==> src/rtl/duck_pkg.sv <==
`default_nettype none
// +----------------------------------------------------------------------+
// | Module      : duck_pkg                                               |
// | Description : Shared game-state encoding, fire FSM state type and    |
// |               default timing constants (also used by video flash).   |
// | Revision    : 1.0 - initial release                                  |
// +----------------------------------------------------------------------+
package duck_pkg;

  // Game state as driven by the top-level game sequencer
  typedef logic [2:0] game_state_t;
  localparam game_state_t GS_PLAY = 3'd1;

  // Trigger fire FSM states
  typedef enum logic [1:0] {
    FS_IDLE         = 2'd0,
    FS_FLASH        = 2'd1,
    FS_COOLDOWN     = 2'd2,
    FS_RELEASE_WAIT = 2'd3
  } fire_state_t;

  // Default timing at 50 MHz
  localparam int DEFAULT_DEBOUNCE_CYCLES = 500000;    // 10 ms
  localparam int DEFAULT_FLASH_CYCLES    = 833333;    // one 60 Hz frame
  localparam int DEFAULT_COOLDOWN_CYCLES = 12500000;  // 0.25 s

  // Largest of three values, used to size a shared counter
  function automatic int max3(input int a, input int b, input int c);
    int m;
    m = (a > b) ? a : b;
    return (m > c) ? m : c;
  endfunction

endpackage
`default_nettype wire

==> src/rtl/trigger_debounce.sv <==
`default_nettype none
// +----------------------------------------------------------------------+
// | Module      : trigger_debounce                                       |
// | Description : Two-flop synchroniser for the active-low trigger key   |
// |               plus a stable-run counter producing a debounced level. |
// |               db_valid marks that db has been confirmed at least     |
// |               once since reset.                                      |
// | Revision    : 1.0 - initial release                                  |
// +----------------------------------------------------------------------+
module trigger_debounce #(
  parameter int DEBOUNCE_CYCLES = 4
) (
  input  logic Clk,
  input  logic Reset,
  input  logic trigger_n,
  output logic db,
  output logic db_valid
);

  localparam int CW = $clog2(DEBOUNCE_CYCLES) + 1;

  logic          r_sync1;
  logic          r_sync2;
  logic          r_sync_q;
  logic [CW-1:0] r_cnt;
  logic          r_db;
  logic          r_db_valid;
  logic [CW:0]   w_run;
  logic          w_settled;

  // Length of the current stable run, including this cycle
  assign w_run     = (r_sync2 == r_sync_q) ? ({1'b0, r_cnt} + (CW+1)'(1)) : (CW+1)'(1);
  assign w_settled = (w_run >= (CW+1)'(DEBOUNCE_CYCLES));

  // Bring the inverted key into the clock domain and remember last value
  always_ff @(posedge Clk) begin
    if (Reset) begin
      r_sync1  <= 1'b0;
      r_sync2  <= 1'b0;
      r_sync_q <= 1'b0;
    end else begin
      r_sync1  <= ~trigger_n;
      r_sync2  <= r_sync1;
      r_sync_q <= r_sync2;
    end
  end

  // Count stable cycles (saturating) and adopt the level once settled
  always_ff @(posedge Clk) begin
    if (Reset) begin
      r_cnt      <= '0;
      r_db       <= 1'b0;
      r_db_valid <= 1'b0;
    end else begin
      r_cnt <= w_settled ? CW'(DEBOUNCE_CYCLES) : w_run[CW-1:0];
      if (w_settled) begin
        r_db       <= r_sync2;
        r_db_valid <= 1'b1;
      end
    end
  end

  assign db       = r_db;
  assign db_valid = r_db_valid;

endmodule
`default_nettype wire

==> src/rtl/trigger_ctrl.sv <==
`default_nettype none
// +----------------------------------------------------------------------+
// | Module      : trigger_ctrl                                           |
// | Description : Light-gun trigger conditioning: debounce, game-state / |
// |               ammo gating, shot pulse, muzzle-flash window and       |
// |               cooldown. Optional macro TRIGGER_AUTO_FIRE_EN makes a  |
// |               held trigger repeat-fire at the end of each cooldown.  |
// | Revision    : 1.0 - initial release                                  |
// +----------------------------------------------------------------------+
module trigger_ctrl
  import duck_pkg::*;
#(
  parameter int DEBOUNCE_CYCLES = DEFAULT_DEBOUNCE_CYCLES,
  parameter int FLASH_CYCLES    = DEFAULT_FLASH_CYCLES,
  parameter int COOLDOWN_CYCLES = DEFAULT_COOLDOWN_CYCLES
) (
  input  logic        Clk,
  input  logic        Reset,
  input  logic        trigger_n,
  input  game_state_t state,
  input  logic        no_shots_left,
  output logic        shot,
  output logic        flash_active,
  output logic        dry_fire,
  output logic        busy
);

  localparam int CNT_MAX = max3(DEBOUNCE_CYCLES, FLASH_CYCLES, COOLDOWN_CYCLES);
  localparam int CW      = $clog2(CNT_MAX) + 1;
  localparam logic [CW-1:0] c_FLASH_LAST = CW'(FLASH_CYCLES - 1);
  localparam logic [CW-1:0] c_COOL_LAST  = CW'(COOLDOWN_CYCLES - 1);
  localparam logic [CW-1:0] c_CNT_SAT    = '1;

  logic          w_db;
  logic          w_db_valid;
  logic          w_press;
  logic          w_play;

  fire_state_t   r_fsm;
  logic [CW-1:0] r_cnt;
  logic          r_db_q;
  logic          r_armed;
  logic          r_shot;
  logic          r_flash;
  logic          r_dry;
  logic          r_busy;

  trigger_debounce #(
    .DEBOUNCE_CYCLES (DEBOUNCE_CYCLES)
  ) u_debounce (
    .Clk       (Clk),
    .Reset     (Reset),
    .trigger_n (trigger_n),
    .db        (w_db),
    .db_valid  (w_db_valid)
  );

  // A press only counts once a confirmed release has been seen since reset,
  // so a trigger held through reset cannot fire on its own.
  assign w_press = w_db & ~r_db_q & r_armed;
  assign w_play  = (state == GS_PLAY);

  // Fire FSM with shared saturating counter and registered outputs
  always_ff @(posedge Clk) begin
    if (Reset) begin
      r_fsm   <= FS_IDLE;
      r_cnt   <= '0;
      r_db_q  <= 1'b0;
      r_armed <= 1'b0;
      r_shot  <= 1'b0;
      r_flash <= 1'b0;
      r_dry   <= 1'b0;
      r_busy  <= 1'b0;
    end else begin
      r_db_q <= w_db;
      if (w_db_valid && !w_db) begin
        r_armed <= 1'b1;
      end
      r_shot <= 1'b0;
      r_dry  <= 1'b0;

      if (r_fsm == FS_IDLE) begin
        r_flash <= 1'b0;
        r_cnt   <= '0;
        if (w_press && w_play) begin
          if (!no_shots_left) begin
            r_shot <= 1'b1;
            r_fsm  <= FS_FLASH;
            r_busy <= 1'b1;
          end else begin
            r_dry  <= 1'b1;
          end
        end
      end else if (!w_play) begin
        // Leaving play aborts any shot sequence immediately
        r_fsm   <= FS_IDLE;
        r_cnt   <= '0;
        r_flash <= 1'b0;
        r_busy  <= 1'b0;
      end else begin
        case (r_fsm)
          FS_FLASH: begin
            // First FLASH cycle carries the shot pulse; flash window follows
            if (!r_flash) begin
              r_flash <= 1'b1;
              r_cnt   <= '0;
            end else if (r_cnt == c_FLASH_LAST) begin
              r_flash <= 1'b0;
              r_cnt   <= '0;
              r_fsm   <= FS_COOLDOWN;
            end else if (r_cnt != c_CNT_SAT) begin
              r_cnt <= r_cnt + CW'(1);
            end
          end

          FS_COOLDOWN: begin
            if (r_cnt == c_COOL_LAST) begin
              r_cnt <= '0;
`ifdef TRIGGER_AUTO_FIRE_EN
              if (w_db && !no_shots_left) begin
                r_shot <= 1'b1;
                r_fsm  <= FS_FLASH;
              end else if (w_db) begin
                r_dry  <= 1'b1;
                r_fsm  <= FS_RELEASE_WAIT;
              end else begin
                r_fsm  <= FS_IDLE;
                r_busy <= 1'b0;
              end
`else
              if (w_db) begin
                r_fsm  <= FS_RELEASE_WAIT;
              end else begin
                r_fsm  <= FS_IDLE;
                r_busy <= 1'b0;
              end
`endif
            end else if (r_cnt != c_CNT_SAT) begin
              r_cnt <= r_cnt + CW'(1);
            end
          end

          FS_RELEASE_WAIT: begin
            if (!w_db) begin
              r_fsm  <= FS_IDLE;
              r_busy <= 1'b0;
            end
          end

          default: begin
            r_fsm  <= FS_IDLE;
            r_busy <= 1'b0;
          end
        endcase
      end
    end
  end

  assign shot         = r_shot;
  assign flash_active = r_flash;
  assign dry_fire     = r_dry;
  assign busy         = r_busy;

endmodule
`default_nettype wire

==> config.mk <==
export PLATFORM = sky130hd
export DESIGN_NAME = trigger_ctrl
export DESIGN_NICKNAME = d
export VERILOG_FILES = /design/src/rtl/duck_pkg.sv /design/src/rtl/trigger_debounce.sv /design/src/rtl/trigger_ctrl.sv
export SDC_FILE = /design/constraint.sdc
export NUM_CORES = 1
export LEC_CHECK = 0
export ABC_CLOCK_PERIOD_IN_PS = 4700
export BUFFER_PORTS_ARGS = -buffer_cell sky130_fd_sc_hd__clkbuf_2
export CORE_ASPECT_RATIO = 0.7
export CORE_MARGIN = 2
export CORE_UTILIZATION = 25
export DETAILED_ROUTE_END_ITERATION = 8
export PLACE_DENSITY = 0.38
export SLEW_MARGIN = 20
export SYNTH_ARGS = -nofsm -noshare
export SYNTH_HDL_FRONTEND = slang
export SYNTH_HIERARCHICAL = 1
export SYNTH_SLANG_ARGS = --single-unit
==> constraint.sdc <==
create_clock -name Clk -period 4.7 [get_ports Clk]
set_input_delay 0.235 -clock Clk [delete_from_list [all_inputs] [get_ports Clk]]
set_output_delay 0.235 -clock Clk [all_outputs]
set_load 0.03 [all_outputs]
Yosys cells after proc, flatten, opt, wreduce, memory -nomap -nowiden

Index checks and enable logic that the tools add are counted.

Register bits: 58
Input port bits: 7

Add/subtract/negate cells: 2
$lt $le $gt $ge: 1
Eq/ne operators: 15
Muxes and demuxes: 28
Bitwise logic cells: 7
Reductions and logical operators: 10

Operators by type and width:

| kind                  | count |
|---|---|
| $mux 25               | 4 |
| $pmux 25 s2           | 1 |
| $add 25x1->25 const B | 1 |
| $eq 25x20->1 const B  | 1 |
| $eq 25x24->1 const B  | 1 |
| $ne 25x25->1 const B  | 1 |
| $add 20x1->21 const B | 1 |
| $ge 21x19->1 const B  | 1 |
| $mux 21               | 1 |
| $mux 19               | 1 |
| $mux 2                | 9 |
| $ne 4x4->1 const B    | 4 |
| $mux 1                | 10 |
| $pmux 2 s3            | 1 |
| $reduce_and 6->1      | 1 |
| $reduce_or 3->1       | 2 |
| $not 1->1             | 5 |
| $eq 2x2->1 const B    | 2 |
| $reduce_and 4->1      | 1 |
| $eq 3x1->1 const B    | 1 |
| $ne 3x3->1 const B    | 1 |
| $pmux 1 s3            | 1 |
| $and 1x1->1           | 2 |
| $eq 2x1->1 const B    | 1 |
| 8 further kinds       | 9 |

Depth between registers and ports, before layout

Gate-level depths: netlist of run 1.

Word-level depth: 6
Depth in mapped cells: 10

Cells and area by module

The synthesis of run 1 kept the hierarchy.

Modules (own cells, without submodules):

| module           | instances | cells an instance | area each (µm²) | seq. area each (µm²) |
|---|---|---|---|---|
| trigger_ctrl     | 1         | 217               | 1,825.5         | 660.6 |
| trigger_debounce | 1         | 147               | 1,331.3         | 500.5 |

Least setup slack after synthesis of run 1

No wires, ideal clock.

Path type: flip-flop to flip-flop
Start point: register u_debounce.r_cnt[0]
End point: register u_debounce.r_db, in the netlist u_debounce/db
Setup time: 0.121 ns
Data arrival time: 2.129 ns
Data required time: 4.579 ns
Path slack: 2.450 ns
Cell stages (with the launch flop): 9
Buffers on the path: 0
Cell sequence: dfxtp_1 ha_1 nand3_1 nor3_1 xnor2_1 o31ai_1 a221o_1 a21boi_4 mux2_4

Cells in the longest elaborated chain, start to end: 3

RTL lines:

| what                   | line                   | source |
|---|---|---|
| from (decl)            | trigger_debounce.sv:25 | `logic [CW-1:0] r_cnt;` |
| from (signal assigned) | trigger_debounce.sv:55 | `r_cnt <= w_settled ? CW'(DEBOUNCE_CYCLES) : w_run[CW-1:0];` |
| $add 20x1->21          | trigger_debounce.sv:32 | `assign w_run = (r_sync2 == r_sync_q) ? ({1'b0, r_cnt} + (CW+1)'(1)) : (CW+1)'(1);` |
| $mux 21                | trigger_debounce.sv:32 |  |
| $ge 21x19->1           | trigger_debounce.sv:33 | `assign w_settled = (w_run >= (CW+1)'(DEBOUNCE_CYCLES));` |
| to (signal assigned)   | trigger_debounce.sv:57 | `r_db <= r_sync2;` |
| to (decl)              | trigger_debounce.sv:26 | `logic r_db;` |

Every way passes these cells.
A chain may end at the register's enable or synchronous reset.

Final worst setup path of run 1

Ends and elaborated chain as after synthesis.

==> run_results.csv, run 1 <==
group,metric,value,unit
detailed_routing,ant_nets,0,
layout,n_fill_cell,1307,
layout,drive_gt1_share,12.66,%
timing,worst_pin_slew,0.8528,ns
clock_network,cts-root-buf,"clkbuf_16",
floorplanning,die_y,98.02,um
pwr,switching_share,22.51,%
timing,rsz0062_at_grt,"false",
pwr,power.density,337.6,nW/um2
layout,synthToLayoutAreaGrowth,14.59,%
logic_synthesis,ys_ff_latch,58,
layout,layout_common_cells,"dfxtp_1, nor2_1, nand2_1",
critical_path,arrival,2.92,ns
detailed_routing,drt_iter0_drc,156,
timing,fin_skew,0.004735,ns
clock_network,postCtsSetupBuffers,0,
timing,finalHoldViolCount,0,
logic_synthesis,synth-seq-area-share,36.78,%
detailed_routing,met1_length,4412,um
logic_synthesis,syn_area_per_cell,8.672,um2
clock_network,cts.htree.levels,3,
clock_network,cts_buffer_depth,2,
logic_synthesis,synth_edf_count,0,
floorplanning,dieArea,13560,um2
critical_path,path_class,"flip-flop to flip-flop",
min_path,hp-class,"primary input to flip-flop",
floorplanning,fp-row-count,34,
global_route,grt_pass1_wl,12900,um
clock_network,post_cts_resize_count,0,
clock_network,cts_made_buffers,9,
layout,nets,391,
critical_path,crit_path_end_kind,"flip-flop",
logic_synthesis,synth_top_flop_cell,"dfxtp_1",
timing,fmax,0.3699,GHz
layout,fin_util,29.22,%
detailed_routing,drcViolationCount,0,
clock_network,clk_latency,0.33,ns
detailed_routing,vias,2549,
timing,final.min_clock_period,2.703,ns
timing,finalSetupViolations,0,
place,gp_congestion,0.7816,
clock_network,path_clk_slew,0.05,ns
global_route,grt.total_usage,11.99,%
clock_network,cts_num_sinks,58,
timing,finalMaxSlewViolations,0,
place,dp_cells,526,
place,port_buffers,10,
critical_path,crit_required,4.92,ns
layout,largest_reg_flops,25,
clock_network,hold_buffers,0,
pwr,intPower,946.5,uW
clock_network,cts_tree,"built",
pwr,fin_total_pwr,1221,uW
detailed_routing,firstDrtPassIters,4,
timing,setup_tns,0,ns
floorplanning,start_util,25.50,%
global_route,grt.overflow.total,0,
logic_synthesis,async_flop_share,0,%
pwr,ir_drop,172.1,uV
floorplanning,io_pins,11,
place,hpwl,5590,um
layout,layout_commonest_cell,"dfxtp_1",
detailed_routing,routed_wl,7599,um
pwr,p_comb_share,5.0,%
layout,regMostFlops,"r_cnt",
status,status,"complete, no violations",
logic_synthesis,yosys_warnings,6,
critical_path,crit_path_start_kind,"flip-flop",
pwr,leakage,0.001208,uW
flow_run,cap_violations,0,
layout,seqCellArea,1161,um2
floorplanning,core,12380,um2
detailed_routing,dr_wl_met2,2729,um
logic_synthesis,netlist-cell-type-count,62,
floorplanning,die_x,138.3,um
layout,reg_top3,"r_cnt (25), u_debounce/r_cnt (20), r_fsm (2)",
logic_synthesis,syn-num-nets,380,
pwr,pwr-share-clk,52.8,%
layout,multiInputGateArea,1864,um2
critical_path,cp_max_fo,7,
timing,period_share,57.52,%
detailed_routing,avgRoutedWirePerCell,14.05,um
global_route,antenna_found_initial,0,
logic_synthesis,netlist_instances,364,
layout,num_antenna_cells,0,
pwr,p_sw,274.9,uW
global_route,grt_pass1_vias,2360,
logic_synthesis,syn-cell-area,3157,um2
pwr,seqPwrFrac,42.1,%
detailed_routing,route.met3.wl,367,um
detailed_routing,top_layer_used,"met4",
layout,stdcell_count,541,
timing,slew_headroom,42.62,%
global_route,grt_start_max_net_pins,24,
detailed_routing,viasPerCell,4.712,
[power groups by stage]
stage / sequential (uW) / clock (uW) / combinational [uW]
final: 515 / 645 / 61.4
after global routing: 516 / 687 / 70.9
after CTS: 514 / 665 / 61.8
after detailed placement: 524 / 0 / 61.7
after global placement: 525 / 0 / 62.3
after floorplan: 521 / 0 / 48.6
[kinds of logic (layout without fill, tap and decap cells)]
group                    count (synthesis)  after routing  share of synthesized area [%]
XOR/XNOR                                35             35                          9.711
AND/OR/NAND/NOR                        183            183                          32.58
other                                    1              1                         0.1188
flip-flops                              58             58                          36.78
AO/OA/AOI/OAI                           53             53                          12.60
multiplexers                             1              1                         0.4755
buffers and inverters                   24             39                          4.161
adder cells (fa/ha/maj)                  9              9                          3.567
[per-stage QoR]
step / setup WS [ns] / hold slack [ns] / cell area (um2)
CTS: 1.983 / 0.06657 / 3617
floorplan: 2.450 / 0.3074 / 3157
global placement: 2.047 / 0.4213 / 3331
finish: 1.997 / 0.07278 / 3617
global route: 1.739 / 0.06345 / 3617
detailed placement: 1.996 / 0.4156 / 3331
[path summary, 6_finish.rpt]
kind | startpoint | endpoint | slack [ns] | cells after the start
max | u_debounce/r_cnt[0]$_SDFF_PP0_ | u_debounce/db$_SDFFE_PP0P_ | 2.00 | 8
min | trigger_n | u_debounce/r_sync1$_SDFF_PP0_ | 0.07 | 2
max reg2reg | u_debounce/r_cnt[0]$_SDFF_PP0_ | u_debounce/db$_SDFFE_PP0P_ | 2.00 | 8
min reg2reg | u_debounce/r_sync1$_SDFF_PP0_ | u_debounce/r_sync2$_SDFF_PP0_ | 0.45 | 1
[critical path, cell delays in order (launching register included)]
cell      delay, ns
dfxtp_1        0.45
ha_1           0.27
nand3_1        0.18
nor3_1         0.33
xnor2_1        0.21
o31ai_1        0.15
a221o_1        0.42
a21boi_4       0.27
mux2_4         0.32
[routing by layer]
metal | track usage [%] | vias up
li1 | - | 1318
met1 | 18.90 | 1178
met2 | 14.85 | 44
met3 | 3.825 | 9
met4 | 3.768 | 0
met5 | 0 | -
[cells in the mapped netlist (5+ instances only)]
master	n	area, um2
xor2_1	18	157.7
a21oi_1	16	80.08
inv_1	14	52.55
xnor2_1	17	148.9
nand2_1	29	108.9
o21ai_0	9	45.04
dfxtp_1	58	1161
nand3_1	18	90.09
and3_1	5	31.28
nor3_1	9	45.04
nor2b_1	7	43.79
ha_1	9	112.6
nor4_1	6	37.54
nor2_1	56	210.2
nand4_1	20	125.1
[area by class of cell]
cell class / instances / area share, %
inverters: 14 / 1.453
repair buffers: 10 / 1.384
multi-input cells: 282 / 51.54
clock inverters: 3 / 1.107
well taps: 162 / 5.604
clock buffers: 12 / 6.814
flip-flops and latches: 58 / 32.10
(Power assumes the default switching activity.)
==> inputs of run 2 (changes only) <==
Settings changed: ABC_AREA set to 1, ABC_CLOCK_PERIOD_IN_PS 4700 to 2800.
Clock period 4.7 ns to 2.8 ns, I/O delays scaled along.
==> run 2 against run 1 <==
Effect of this change:
- critical path depth rose by 6
- synthesized cell count rose by 58%
- utilization rose by 0.84 points
- worst setup slack got worse by 1.4 ns
- combinational power rose to 9.1 times the previous value
- fmax rose by 21%
- critical path type unchanged
- largest cell class unchanged
- highest routed layer unchanged
==> run_results.csv, run 2 <==
group,metric,value,unit
status,status,"complete, no violations",
clock_network,cts_num_sinks,58,
critical_path,crit_path_end_kind,"flip-flop",
timing,slew_headroom,64.75,%
logic_synthesis,yosys_warnings,6,
floorplanning,fp-row-count,36,
critical_path,max_stage_delay,0.41,ns
global_route,grt.overflow.total,0,
pwr,ir_drop,317.9,uV
floorplanning,core,14100,um2
layout,layout_commonest_cell,"nand2_1",
logic_synthesis,synth_top_flop_cell,"dfxtp_1",
timing,finalSetupViolations,0,
logic_synthesis,async_flop_share,0,%
timing,setup_tns,0,ns
logic_synthesis,synth_edf_count,0,
timing,final.min_clock_period,2.234,ns
floorplanning,die_x,148.3,um
min_path,hp-class,"primary input to flip-flop",
logic_synthesis,synth-seq-area-share,31.87,%
global_route,antenna_found_initial,0,
logic_synthesis,syn-num-nets,590,
detailed_routing,drcViolationCount,0,
clock_network,cts_made_buffers,9,
critical_path,cp_cell_sequence,"ha_1, nand2_1, nor2_2, nand2_2, o21bai_2, nand2_1, nor2_1, nand2_1, nor2_1, nand3_2, nand3_2, nand2_1, nand2_1, inv_1",
logic_synthesis,synth_most_common_cell,"nand2_1",
critical_path,crit_cells,14,
detailed_routing,drt_iter0_drc,291,
logic_synthesis,ys_ff_latch,58,
place,dp_cells,768,
layout,reg_top3,"r_cnt (25), u_debounce/r_cnt (20), r_fsm (2)",
layout,synthToLayoutAreaGrowth,16.31,%
timing,fin_skew,0.003468,ns
timing,worst_pin_slew,0.5275,ns
layout,multiInputGateArea,2077,um2
critical_path,crit_required,3.04,ns
critical_path,crit_path_start_kind,"flip-flop",
global_route,grt_pass1_wl,16320,um
detailed_routing,ant_nets,0,
critical_path,path_delay_family,"simple AND/OR/NAND/NOR gates",
layout,n_fill_cell,1577,
floorplanning,die_y,105.0,um
place,gp_congestion,0.7904,
logic_synthesis,synth_area_leaders,"dfxtp_1, nand2_1, nor2_1, inv_1, nand3_1",
place,hpwl,7320,um
pwr,power.density,629.5,nW/um2
clock_network,cts_buffer_depth,2,
pwr,leakage,0.001797,uW
layout,nets,607,
logic_synthesis,yosys-top-cells-count,"nand2_1, nor2_1, inv_1",
critical_path,worstPathBufferInverterCount,1,
layout,drive_gt1_share,11.07,%
timing,period_share,79.79,%
logic_synthesis,syn-cell-area,3643,um2
flow_run,cap_violations,0,
floorplanning,dieArea,15570,um2
global_route,grt_pass1_vias,3223,
clock_network,path_clk_slew,0.05,ns
detailed_routing,vias,3375,
clock_network,cts_tree,"built",
clock_network,clk_latency,0.34,ns
layout,seqCellArea,1161,um2
timing,finalMaxSlewViolations,0,
pwr,fin_total_pwr,2668,uW
detailed_routing,viasPerCell,4.294,
logic_synthesis,syn_area_per_cell,6.348,um2
clock_network,post_cts_resize_count,0,
clock_network,cts.htree.levels,3,
floorplanning,io_pins,11,
layout,regMostFlops,"r_cnt",
timing,fmax,0.4476,GHz
min_path,hold_path_depth,2,
layout,num_antenna_cells,0,
logic_synthesis,netlist-cell-type-count,37,
critical_path,arrival,2.47,ns
layout,stdcell_count,786,
critical_path,path_class,"flip-flop to flip-flop",
timing,rsz0062_at_grt,"false",
layout,largest_reg_flops,25,
layout,layout_common_cells,"nand2_1, nor2_1, inv_1",
global_route,grt_start_max_net_pins,22,
logic_synthesis,netlist_instances,574,
global_route,grt.total_usage,13.42,%
detailed_routing,firstDrtPassIters,4,
clock_network,cts-root-buf,"clkbuf_16",
detailed_routing,avgRoutedWirePerCell,12.30,um
critical_path,cp_max_fo,12,
detailed_routing,routed_wl,9668,um
critical_path,crit_path_frequent_cell,"nand2_1",
logic_synthesis,synth_top_area_cell,"dfxtp_1",
timing,finalHoldViolCount,0,
critical_path,slowest_stage,"dfxtp_1",
place,port_buffers,10,
critical_path,reg2reg_depth,14,
logic_synthesis,yosysTopAreaCellShare,31.87,%
floorplanning,start_util,25.84,%
## run 2: area by class of cell
| cell class | instances | share of cell area (%) |
|---|---|---|
| clock buffers | 11 | 5.728 |
| clock inverters | 5 | 1.831 |
| inverters | 91 | 8.060 |
| multi-input cells | 415 | 49.01 |
| flip-flops and latches | 58 | 27.40 |
| well taps | 190 | 5.610 |
| repair buffers | 16 | 2.362 |
## run 2: logic make-up (layout without fill, tap and decap cells)
group	after synthesis	count (layout)	share of synthesized area, %
buf+inv	101	123	11.13
flops	58	58	31.87
fa+ha+maj	9	9	3.091
simple gates	354	354	44.57
xor+xnor	13	13	3.125
other cells	1	1	0.1029
compound gates	38	38	6.113
## run 2: final timing paths
path	startpoint	endpoint	slack (ns)
setup / recovery	u_debounce/r_cnt[0]$_SDFF_PP0_	u_debounce/db$_SDFFE_PP0P_	0.57
hold / removal	Reset	u_debounce/r_sync2$_SDFF_PP0_	0.11
setup reg to reg	u_debounce/r_cnt[0]$_SDFF_PP0_	u_debounce/db$_SDFFE_PP0P_	0.57
hold reg to reg	u_debounce/r_sync1$_SDFF_PP0_	u_debounce/r_sync2$_SDFF_PP0_	0.40
## run 2: metrics by stage
step	util (%)	hold slack [ns]	cell area [um2]	worst slack [ns]
floorplan	-	0.2067	3643	0.9287
global placement	27.64	0.3349	3897	0.6061
detailed placement	27.64	0.3283	3897	0.6003
CTS	30.06	0.08961	4238	0.5815
global route	30.06	0.1088	4238	0.2354
finish	30.06	0.1051	4238	0.5659
## run 2: worst reg2reg max path: stages, from the launching register on
cell and delay [ns]:
dfxtp_1 0.41, ha_1 0.20, nand2_1 0.09, nor2_2 0.20, nand2_2 0.11, o21bai_2 0.16
nand2_1 0.06, nor2_1 0.13, nand2_1 0.07, nor2_1 0.11, nand3_2 0.15, nand3_2 0.27
nand2_1 0.08, nand2_1 0.06, inv_1 0.03
## run 2: power breakdown
part | total [uW] | switching [uW] | internal, uW
clock network | 1200 | 403 | 799
logic | 559 | 395 | 164
registers | 907 | 39.5 | 868
## run 2: what timing repair did
item                      in CTS  in global routing
hold buffers                   2                  0
hold endpoints to repair       2                  0
setup buffers                  0                  0
## run 2: per-layer routing
| layer | wire, um | track usage, % | vias up | part of all wire (%) |
|---|---|---|---|---|
| li1 | - | - | 1813 | - |
| met1 | 5581 | 20.35 | 1499 | 58 |
| met2 | 3569 | 17.59 | 57 | 37 |
| met3 | 436 | 4.760 | 6 | 4.5 |
| met4 | 81 | 3.265 | 0 | 0.84 |
| met5 | 0 | 0 | - | 0 |
==> inputs of run 3 (changes only) <==
Settings changed: ABC_CLOCK_PERIOD_IN_PS 2800 to 2120.
Clock period 2.8 ns to 2.12 ns, I/O delays scaled along.
==> run 3 against run 2 <==
Effect of this change:
- fmax grew 13%
- utilization grew 1.8 points
- clock power grew 14%
- routed wire length grew 1.8%
- sequential share of layout area shrank 1.2 points
- non-clock buffer count grew 18
- via count grew 3.8%
- power grew 26%
- worst hold slack lost 0.051 ns
- count of clock-buffer cells in the layout shrank 1
- critical path depth grew 1
- register-to-register slack lost 0.42 ns
- highest routed layer unchanged
==> run_results.csv, run 3 (same netlist as run 2, synthesis figures left out) <==
group,metric,value,unit
clock_network,clk_latency,0.33,ns
floorplanning,die_y,105.0,um
critical_path,worstPathBufferInverterCount,3,
floorplanning,fp-row-count,36,
layout,layout_common_cells,"nand2_1, nor2_1, inv_1",
layout,reg_top3,"r_cnt (25), u_debounce/r_cnt (20), r_fsm (2)",
floorplanning,die_x,148.3,um
global_route,grt_pass1_wl,16120,um
layout,num_antenna_cells,0,
min_path,hp-class,"primary input to flip-flop",
floorplanning,io_pins,11,
pwr,ir_drop,422.0,uV
clock_network,cts_made_buffers,9,
critical_path,crit_required,2.34,ns
critical_path,crit_path_end_kind,"flip-flop",
detailed_routing,drcViolationCount,0,
layout,regMostFlops,"r_cnt",
layout,layout_commonest_cell,"nand2_1",
detailed_routing,avgRoutedWirePerCell,12.24,um
floorplanning,start_util,25.84,%
global_route,grt.overflow.total,0,
clock_network,cts-root-buf,"clkbuf_16",
floorplanning,core,14100,um2
timing,finalMaxSlewViolations,0,
layout,drive_gt1_share,18.40,%
global_route,grt_pass1_vias,3147,
clock_network,cts.htree.levels,3,
layout,nets,625,
clock_network,path_clk_slew,0.05,ns
clock_network,cts_num_sinks,58,
global_route,grt_use_met1,20.79,%
global_route,gr-max-usage-layer,"met1",
critical_path,crit_path_frequent_cell,"nor2_2",
place,dp_slack,0.03746,ns
clock_network,cts_buffer_depth,2,
place,gp_congestion,0.7920,
place,hpwl,7564,um
layout,stdcell_count,804,
layout,synthToLayoutAreaGrowth,23.35,%
critical_path,path_class,"flip-flop to flip-flop",
critical_path,max_stage_delay,0.37,ns
global_route,grt_start_max_net_pins,22,
detailed_routing,ant_nets,0,
global_route,grt.total_usage,13.16,%
global_route,antenna_found_initial,0,
detailed_routing,firstDrtPassIters,5,
critical_path,arrival,2.19,ns
critical_path,crit_path_start_kind,"flip-flop",
timing,finalSetupViolations,0,
status,status,"complete, no violations",
timing,rsz0062_at_grt,"true",
detailed_routing,routed_wl,9841,um
global_route,grt_util_met3,3.144,%
timing,finalHoldViolCount,0,
timing,fmax,0.5075,GHz
place,dp_cells,781,
place,port_buffers,10,
timing,fin_skew,0.006343,ns
detailed_routing,viasPerCell,4.358,
timing,setup_ws,0.1494,ns
critical_path,cp_cell_sequence,"ha_2, inv_1, nor2_2, nand2_2, nor2_4, nand2_1, nand2_2, inv_1, nor2_2, nand2_1, nor2_2, nand3_4, nand3_4, clkbuf_16, a21oi_2",
critical_path,path_delay_family,"simple AND/OR/NAND/NOR gates",
global_route,grt_use_met2,17.06,%
pwr,power.density,747.0,nW/um2
layout,largest_reg_flops,25,
layout,fin_util,31.88,%
floorplanning,dieArea,15570,um2
critical_path,slowest_stage,"dfxtp_4",
critical_path,cp_max_fo,5,
timing,final.min_clock_period,1.971,ns
pwr,leakage,0.001898,uW
timing,period_share,92.95,%
clock_network,cts_tree,"built",
timing,setup_tns,0,ns
detailed_routing,drt_iter0_drc,160,
flow_run,cap_violations,0,
detailed_routing,vias,3504,
-- run 3: final timing paths --
kind	cells after the start	endpoint	slack, ns	start
hold reg to reg	2	u_debounce/r_sync2$_SDFF_PP0_	0.42	u_debounce/r_sync1$_SDFF_PP0_
setup reg to reg	15	u_debounce/r_cnt[0]$_SDFF_PP0_	0.15	u_debounce/r_cnt[0]$_SDFF_PP0_
setup / recovery	15	u_debounce/r_cnt[0]$_SDFF_PP0_	0.15	u_debounce/r_cnt[0]$_SDFF_PP0_
hold / removal	2	u_debounce/r_sync1$_SDFF_PP0_	0.05	Reset
-- run 3: final cells by class --
| cell class | instances | area [um2] |
|---|---|---|
| clock inverter | 6 | 42.54 |
| timing repair buffer | 34 | 290.3 |
| multi-input combinational | 415 | 2165 |
| sequential | 58 | 1179 |
| clock buffer | 10 | 239.0 |
| fill | 1536 | 9604 |
| tap | 190 | 237.7 |
| inverter | 91 | 341.6 |
-- run 3: through the flow --
stage / power, uW / hold WS [ns] / cell area, um2
floorplan: 1745 / 0.1727 / 3643
detailed placement: 1992 / 0.2823 / 4033
CTS: 3388 / 0.04702 / 4334
global route: 3583 / 0.06844 / 4494
global placement: 2004 / 0.2704 / 4033
finish: 3357 / 0.05374 / 4494
-- run 3: timing repair --
item | in CTS | in global routing
hold endpoints to repair | 2 | 0
buffers inserted | 0 | 4
endpoints found under the setup margin | 0 | 21
resized for setup | 0 | 38
hold buffers | 2 | 0
-- run 3: power by group --
| group | switching (uW) | internal [uW] |
|---|---|---|
| Sequential | 51.8 | 1150 |
| Combinational | 524 | 269 |
| Clock | 545 | 821 |
-- run 3: metal layers --
metal  share of wire, %  wire (um)  vias up
met1                 57       5647     1566
li1                   -          -     1859
met3                4.0        398       13
met4                1.2        119        0
met2                 37       3677       66
met5                  0          0        -
